<file path="config.mk">
export PLATFORM = sky130hd
export DESIGN_NAME = fetch_unit
export DESIGN_NICKNAME = d
export VERILOG_FILES = /design/src/rtl/fetch_unit.sv
export SDC_FILE = /design/constraint.sdc
export NUM_CORES = 1
export LEC_CHECK = 0
export ABC_AREA = 1
export CORE_MARGIN = 2
export CORE_UTILIZATION = 35
export DETAILED_ROUTE_END_ITERATION = 10
export SYNTH_ARGS = -nofsm -noshare
export SYNTH_HDL_FRONTEND = slang
export SYNTH_SLANG_ARGS = --single-unit
</file>
<file path="constraint.sdc">
create_clock -name clk -period 2.1 [get_ports clk]
set_input_delay 0.315 -clock clk [delete_from_list [all_inputs] [get_ports clk]]
set_output_delay 0.315 -clock clk [all_outputs]
set_load 0.1 [all_outputs]
</file>
<file path="src/rtl/fetch_unit.sv">
// IF-stage fetch unit: owns the PC, keeps one variable-latency imem transaction in flight,
// and buffers responses in an out entry plus a skid entry so stalls never lose a word.
module fetch_unit #(
  parameter logic [31:0] RESET_PC = 32'h0000_0000
) (
  input  logic        clk,
  input  logic        reset,
  input  logic        stallf,
  input  logic        pcsrce,
  input  logic [31:0] pctargete,
  output logic        imem_req,
  output logic [31:0] imem_addr,
  input  logic        imem_rvalid,
  input  logic [31:0] imem_rdata,
  output logic [31:0] instrf,
  output logic [31:0] pcf,
  output logic [31:0] pcplus4f,
  output logic        fvalid
);

  localparam logic [31:0] NOP = 32'h0000_0013;

  typedef enum logic [1:0] {
    S_IDLE = 2'd0,
    S_REQ  = 2'd1,
    S_KILL = 2'd2
  } state_t;

  state_t      r_state;
  logic [31:0] r_pc;
  logic [31:0] r_addr;
  logic        r_req;
  logic        r_fvalid;
  logic [31:0] r_instr;
  logic [31:0] r_pcf;
  logic [31:0] r_pcp4;
  logic        r_skid_valid;
  logic [31:0] r_skid_instr;
  logic [31:0] r_skid_pc;

  logic        w_out_free;
  logic        w_accept;
  logic        w_skid_next;
  logic [31:0] w_target;

  // Out entry is free when empty or consumed this edge; a response spills to skid otherwise.
  always_comb begin
    w_target    = pctargete & ~32'd3;
    w_out_free  = ~r_fvalid | ~stallf;
    w_accept    = (r_state == S_REQ) & imem_rvalid & ~pcsrce;
    w_skid_next = (w_accept & r_skid_valid) | (~w_out_free & (r_skid_valid | w_accept));
  end

  // Request FSM, PC and the out/skid buffer; redirect overrides stall and response handling.
  always_ff @(posedge clk) begin
    if (reset) begin
      r_state      <= S_IDLE;
      r_pc         <= RESET_PC;
      r_req        <= 1'b0;
      r_addr       <= RESET_PC;
      r_fvalid     <= 1'b0;
      r_instr      <= NOP;
      r_pcf        <= RESET_PC;
      r_pcp4       <= RESET_PC + 32'd4;
      r_skid_valid <= 1'b0;
      r_skid_instr <= NOP;
      r_skid_pc    <= RESET_PC;
    end else if (pcsrce) begin
      r_pc         <= w_target;
      r_fvalid     <= 1'b0;
      r_instr      <= NOP;
      r_skid_valid <= 1'b0;
      case (r_state)
        S_IDLE: begin
          r_state <= S_REQ;
          r_req   <= 1'b1;
          r_addr  <= w_target;
        end
        S_REQ, S_KILL: begin
          // A transaction still in flight must drain before the target can be issued.
          r_req <= 1'b1;
          if (imem_rvalid) begin
            r_state <= S_REQ;
            r_addr  <= w_target;
          end else begin
            r_state <= S_KILL;
          end
        end
        default: begin
          r_state <= S_IDLE;
          r_req   <= 1'b0;
        end
      endcase
    end else begin
      if (w_out_free) begin
        if (r_skid_valid) begin
          r_fvalid <= 1'b1;
          r_instr  <= r_skid_instr;
          r_pcf    <= r_skid_pc;
          r_pcp4   <= r_skid_pc + 32'd4;
        end else if (w_accept) begin
          r_fvalid <= 1'b1;
          r_instr  <= imem_rdata;
          r_pcf    <= r_pc;
          r_pcp4   <= r_pc + 32'd4;
        end else begin
          r_fvalid <= 1'b0;
          r_instr  <= NOP;
        end
      end
      if (w_accept && w_skid_next) begin
        r_skid_valid <= 1'b1;
        r_skid_instr <= imem_rdata;
        r_skid_pc    <= r_pc;
      end else if (w_out_free) begin
        r_skid_valid <= 1'b0;
      end
      if (w_accept) begin
        r_pc <= r_pc + 32'd4;
      end
      case (r_state)
        S_IDLE: begin
          if (!w_skid_next) begin
            r_state <= S_REQ;
            r_req   <= 1'b1;
            r_addr  <= r_pc;
          end
        end
        S_REQ: begin
          if (imem_rvalid) begin
            if (w_skid_next) begin
              r_state <= S_IDLE;
              r_req   <= 1'b0;
            end else begin
              r_addr <= r_pc + 32'd4;
            end
          end
        end
        S_KILL: begin
          if (imem_rvalid) begin
            r_state <= S_REQ;
            r_addr  <= r_pc;
          end
        end
        default: begin
          r_state <= S_IDLE;
          r_req   <= 1'b0;
        end
      endcase
    end
  end

  assign imem_req  = r_req;
  assign imem_addr = r_addr;
  assign instrf    = r_instr;
  assign pcf       = r_pcf;
  assign pcplus4f  = r_pcp4;
  assign fvalid    = r_fvalid;

endmodule

</file>
==> metrics.md <==
| Metric | Value |
|---|---|
| Status | `finished, final reports clean` |
| Number of flops mapped to enable cells by yosys | `0` |
| HP Class | `primary input to register` |
| Number of antenna violations at the first check in global routing | `0` |
| Yosys top cell by area | `dfxtp_1` |
| Clk pwr share | `0.389` |
| Top_reg_cell synth | `dfxtp_1` |
| R2R Path Start | `r_pc[8]` |
| P&R area growth vs syn | `31.4%` |
| Slowest cell on the critical path | `dfxtp_1` |
| PortBufs | `190` |
| CP peak stage delay | `approximately 0.50 ns` |
| Final core occ | `0.468` |
| Postcts setup bufs | `0` |
| Die Ht | `approximately 180 um` |
| Min Tclk post-route | `slightly below 2 ns` |
| Worst Path Required | `between 2 and 3 ns` |
| Die ar. | `32,600 um^2` |
| Comb pwr share | `0.228` |
| Asr flop ratio synth | `0` |
| Hold depth | `3` |
| I/O Pins | `between 150 and 200` |
| Switching power share of the total | `0.335` |
| Drt first pass iters | `5` |
| GRT Total Usage | `0.226` |
| Setup violators final | `0` |
| Cell family with most CP delay | `simple AND/OR/NAND/NOR gates` |
| Hold Path Origin | `reset` |
| Commonest cells in the netlist | `nand2_1 (413), dfxtp_1 (219), nor2_1 (207)` |
| Nets | `1,927` |
| Die span in x | `180 um` |
| Post-Layout Cell Count | `between 2,000 and 2,500` |
| Unrepaired setup endpoints after global routing | `false` |
| Drt first-iter violations | `between 900 and 1,000` |
| CTS sink count | `about 220` |
| Syn avg cell area | `around 6.7 um^2` |
| Cts repair resizes | `0` |
| CTS tree | `yes` |
| Fmax | `~520 MHz` |
| R2r endpoint | `pcplus4f[14]` |
| Yosys reg bits | `~220` |
| Top cell by count, worst path | `nand2_1` |
| Net switching power | `3.94 mW` |
| Top cells by area, synth | `dfxtp_1 (40%), nand2_1 (14%), o21ai_0 (7.2%)` |
| Hold-fix buffers, CTS | `0` |
| DRC | `0` |
| H-tree Lvls | `1` |
| Library cells used by synthesis | `43` |
| PwrDens | `821 nW/um^2` |
| Top cell type's share of synthesized area | `0.402` |
| Hold EP | `r_skid_valid` |
| Clock root cell | `clkbuf_16` |
| Skew final | `~0.021 ns` |
| Setup TNS | `0 ns` |
| Worst-Skew Late Latency | `~0.53 ns` |
| Crit path buffers/inverters | `0` |
| Fin crit share | `0.915` |
| Yosys warnings | `0` |
| CP Max Fanout | `5` |
| Worst setup path startpoint | `r_pc[8]` |
| Critical path launch point type | `register` |
| Worst vdd ir | `0.607 mV` |
| Vias in the first global route | `~11,000` |
| Top-count cell post-synth | `nand2_1` |
| Ant diodes | `0` |
| Post-Syn Instances | `~1,600` |
| DR WL/cell | `about 17 um` |
| Fraction of layout cells with a size suffix above 1 | `0.161` |
| Max clock buf depth | `3` |
| Max-cap violations | `0` |
| Crit-path cells | `nand2_1, nor2_1, nand2_1, nor2_1, nand2_1, nand2_1, nand2_1, nand2_1, nand3_1, a21oi_1` |
| Flop pwr share | `0.384` |
| R2R cell count | `10` |
| Reg2reg setup slack | `0.18 ns` |
| Final wirelength | `37,900 um` |
| Max Slew Vio Count | `0` |
| Vias | `about 12,000` |
| Seq/Total Area, Yosys | `0.402` |
| Num rows | `between 60 and 70` |
| Largest net degree at the start of global routing | `between 100 and 150` |
| Final Hold Vio Count | `0` |
| Worst endpoint data arrival time | `roughly 2.4 ns` |
| CTS Buf Count | `25` |
| GP Congestion | `~0.94` |
| First-pass GRT wire length | `around 60,000 um` |
| Worst Setup End Kind | `register` |
| Power Internal | `7.82 mW` |
| Max_slew headroom | `0.637` |
| GRT overflow | `0` |
| Post-DP HPWL | `between 20,000 and 30,000 um` |
| Initial core utilization | `0.356` |
| Post-DRT Antenna Nets | `0` |
| Tightest Pin Transition | `between 0.5 and 0.6 ns` |
| LEAKAGE | `between 5 and 6 nW` |
| Mapped Area | `10,900 um^2` |
| Inst Count DP | `2,221` |
| Critical path class | `register to register` |
| Vias per inst | `5.10` |
| Placeable core region | `between 30,000 and 40,000 um^2` |
| Reg clk slew, reported paths | `approximately 0.06 ns` |
## registers in the layout, indices dropped and copies added (netlist names)
name	cells
fvalid	1
imem_addr	30
imem_req	1
instrf	32
pcf	30
pcplus4f	30
r_pc	30
r_skid_instr	32
r_skid_pc	30
r_skid_valid	1
r_state	2
## power groups by stage
stage,combinational [mW],clock [mW],sequential [mW]
5_1_grt,2.84,4.83,4.53
3_5_place_dp,2.66,0,4.59
3_3_place_gp,2.64,0,4.60
6_report,2.68,4.57,4.51
4_1_cts,2.67,4.64,4.51
2_1_floorplan,0.785,0,5.66
## layout by cell type (no fill, tap or decap), types with 3 or more instances in the layout
master           count
ha_1                 5
xor2_1              15
nor2_4               4
clkinvlp_4           4
buf_4              216
nor2_2               5
clkinv_2             3
a211oi_1            26
buf_12              11
clkbuf_16           25
dfxtp_1            216
nand3b_1             4
conb_1               6
nor2_1             205
nand2_2              4
a21boi_0            15
nand3_1             89
o21bai_1             3
clkbuf_8             6
clkdlybuf4s50_1     65
a21oi_1            112
o211ai_1            12
clkbuf_1             3
o21ai_1              4
a31oi_1             61
inv_2                7
inv_1              114
nand2_1            413
bufinv_16            3
nor3_1              29
o21ai_0            155
nand4_1              4
## routing by layer
metal  part of all wire  wire (um)  track usage  vias to the layer above
met3              0.070       2660       0.0338                       38
li1                   -          -            -                     5810
met2               0.42      15900        0.335                      422
met5                  0          0            0                        -
met4              0.018        682       0.0500                        0
met1               0.49      18700        0.345                     5287
## tightest hold or removal path, delay by kind of cell
| kind | cells | cell delay [ns] |
|---|---|---|
| AND/OR/NAND/NOR | 1 | 0.06 |
| buffers and inverters | 2 | 0.30 |
## area by class of cell
cell class | instances | area [um^2]
flip-flops and latches | 219 | 4390
inverters | 123 | 464
repair buffers | 295 | 2520
multi-input cells | 1188 | 5600
clock buffers | 34 | 719
well taps | 396 | 495
fillers | 3159 | 16300
clock inverters | 10 | 135
## through the flow
stage / cell area [um^2] / setup slack, ns / hold WS, ns / power, mW
final: 14300 / 0.178 / 0.207 / 11.8
after global routing: 14300 / 0.00523 / 0.212 / 12.2
after CTS: 14300 / 0.0893 / 0.196 / 11.8
after detailed placement: 13400 / -0.123 / 0.457 / 7.25
after global placement: 13400 / -0.0920 / 0.457 / 7.24
after floorplan: 10900 / 0.239 / 0.441 / 6.45
## cell families after synthesis
| logic type | after synthesis | share of synthesized area |
|---|---|---|
| compound gates | 397 | 0.205 |
| xor+xnor | 17 | 0.0137 |
| fa+ha+maj | 6 | 0.00689 |
| buf+inv | 229 | 0.0874 |
| flops | 219 | 0.402 |
| other cells | 1 | 0.000344 |
| simple gates | 762 | 0.285 |
## worst max path at each step
| stage | end | depth (start not counted) |
|---|---|---|
| after floorplan | pcplus4f[5] | 9 |
| after global placement | imem_addr[20] | 9 |
| final | pcplus4f[14] | 10 |
| after CTS | imem_addr[10] | 10 |
| after global routing | pcplus4f[14] | 11 |
| after detailed placement | imem_addr[10] | 9 |
(Power assumes the default switching activity.)
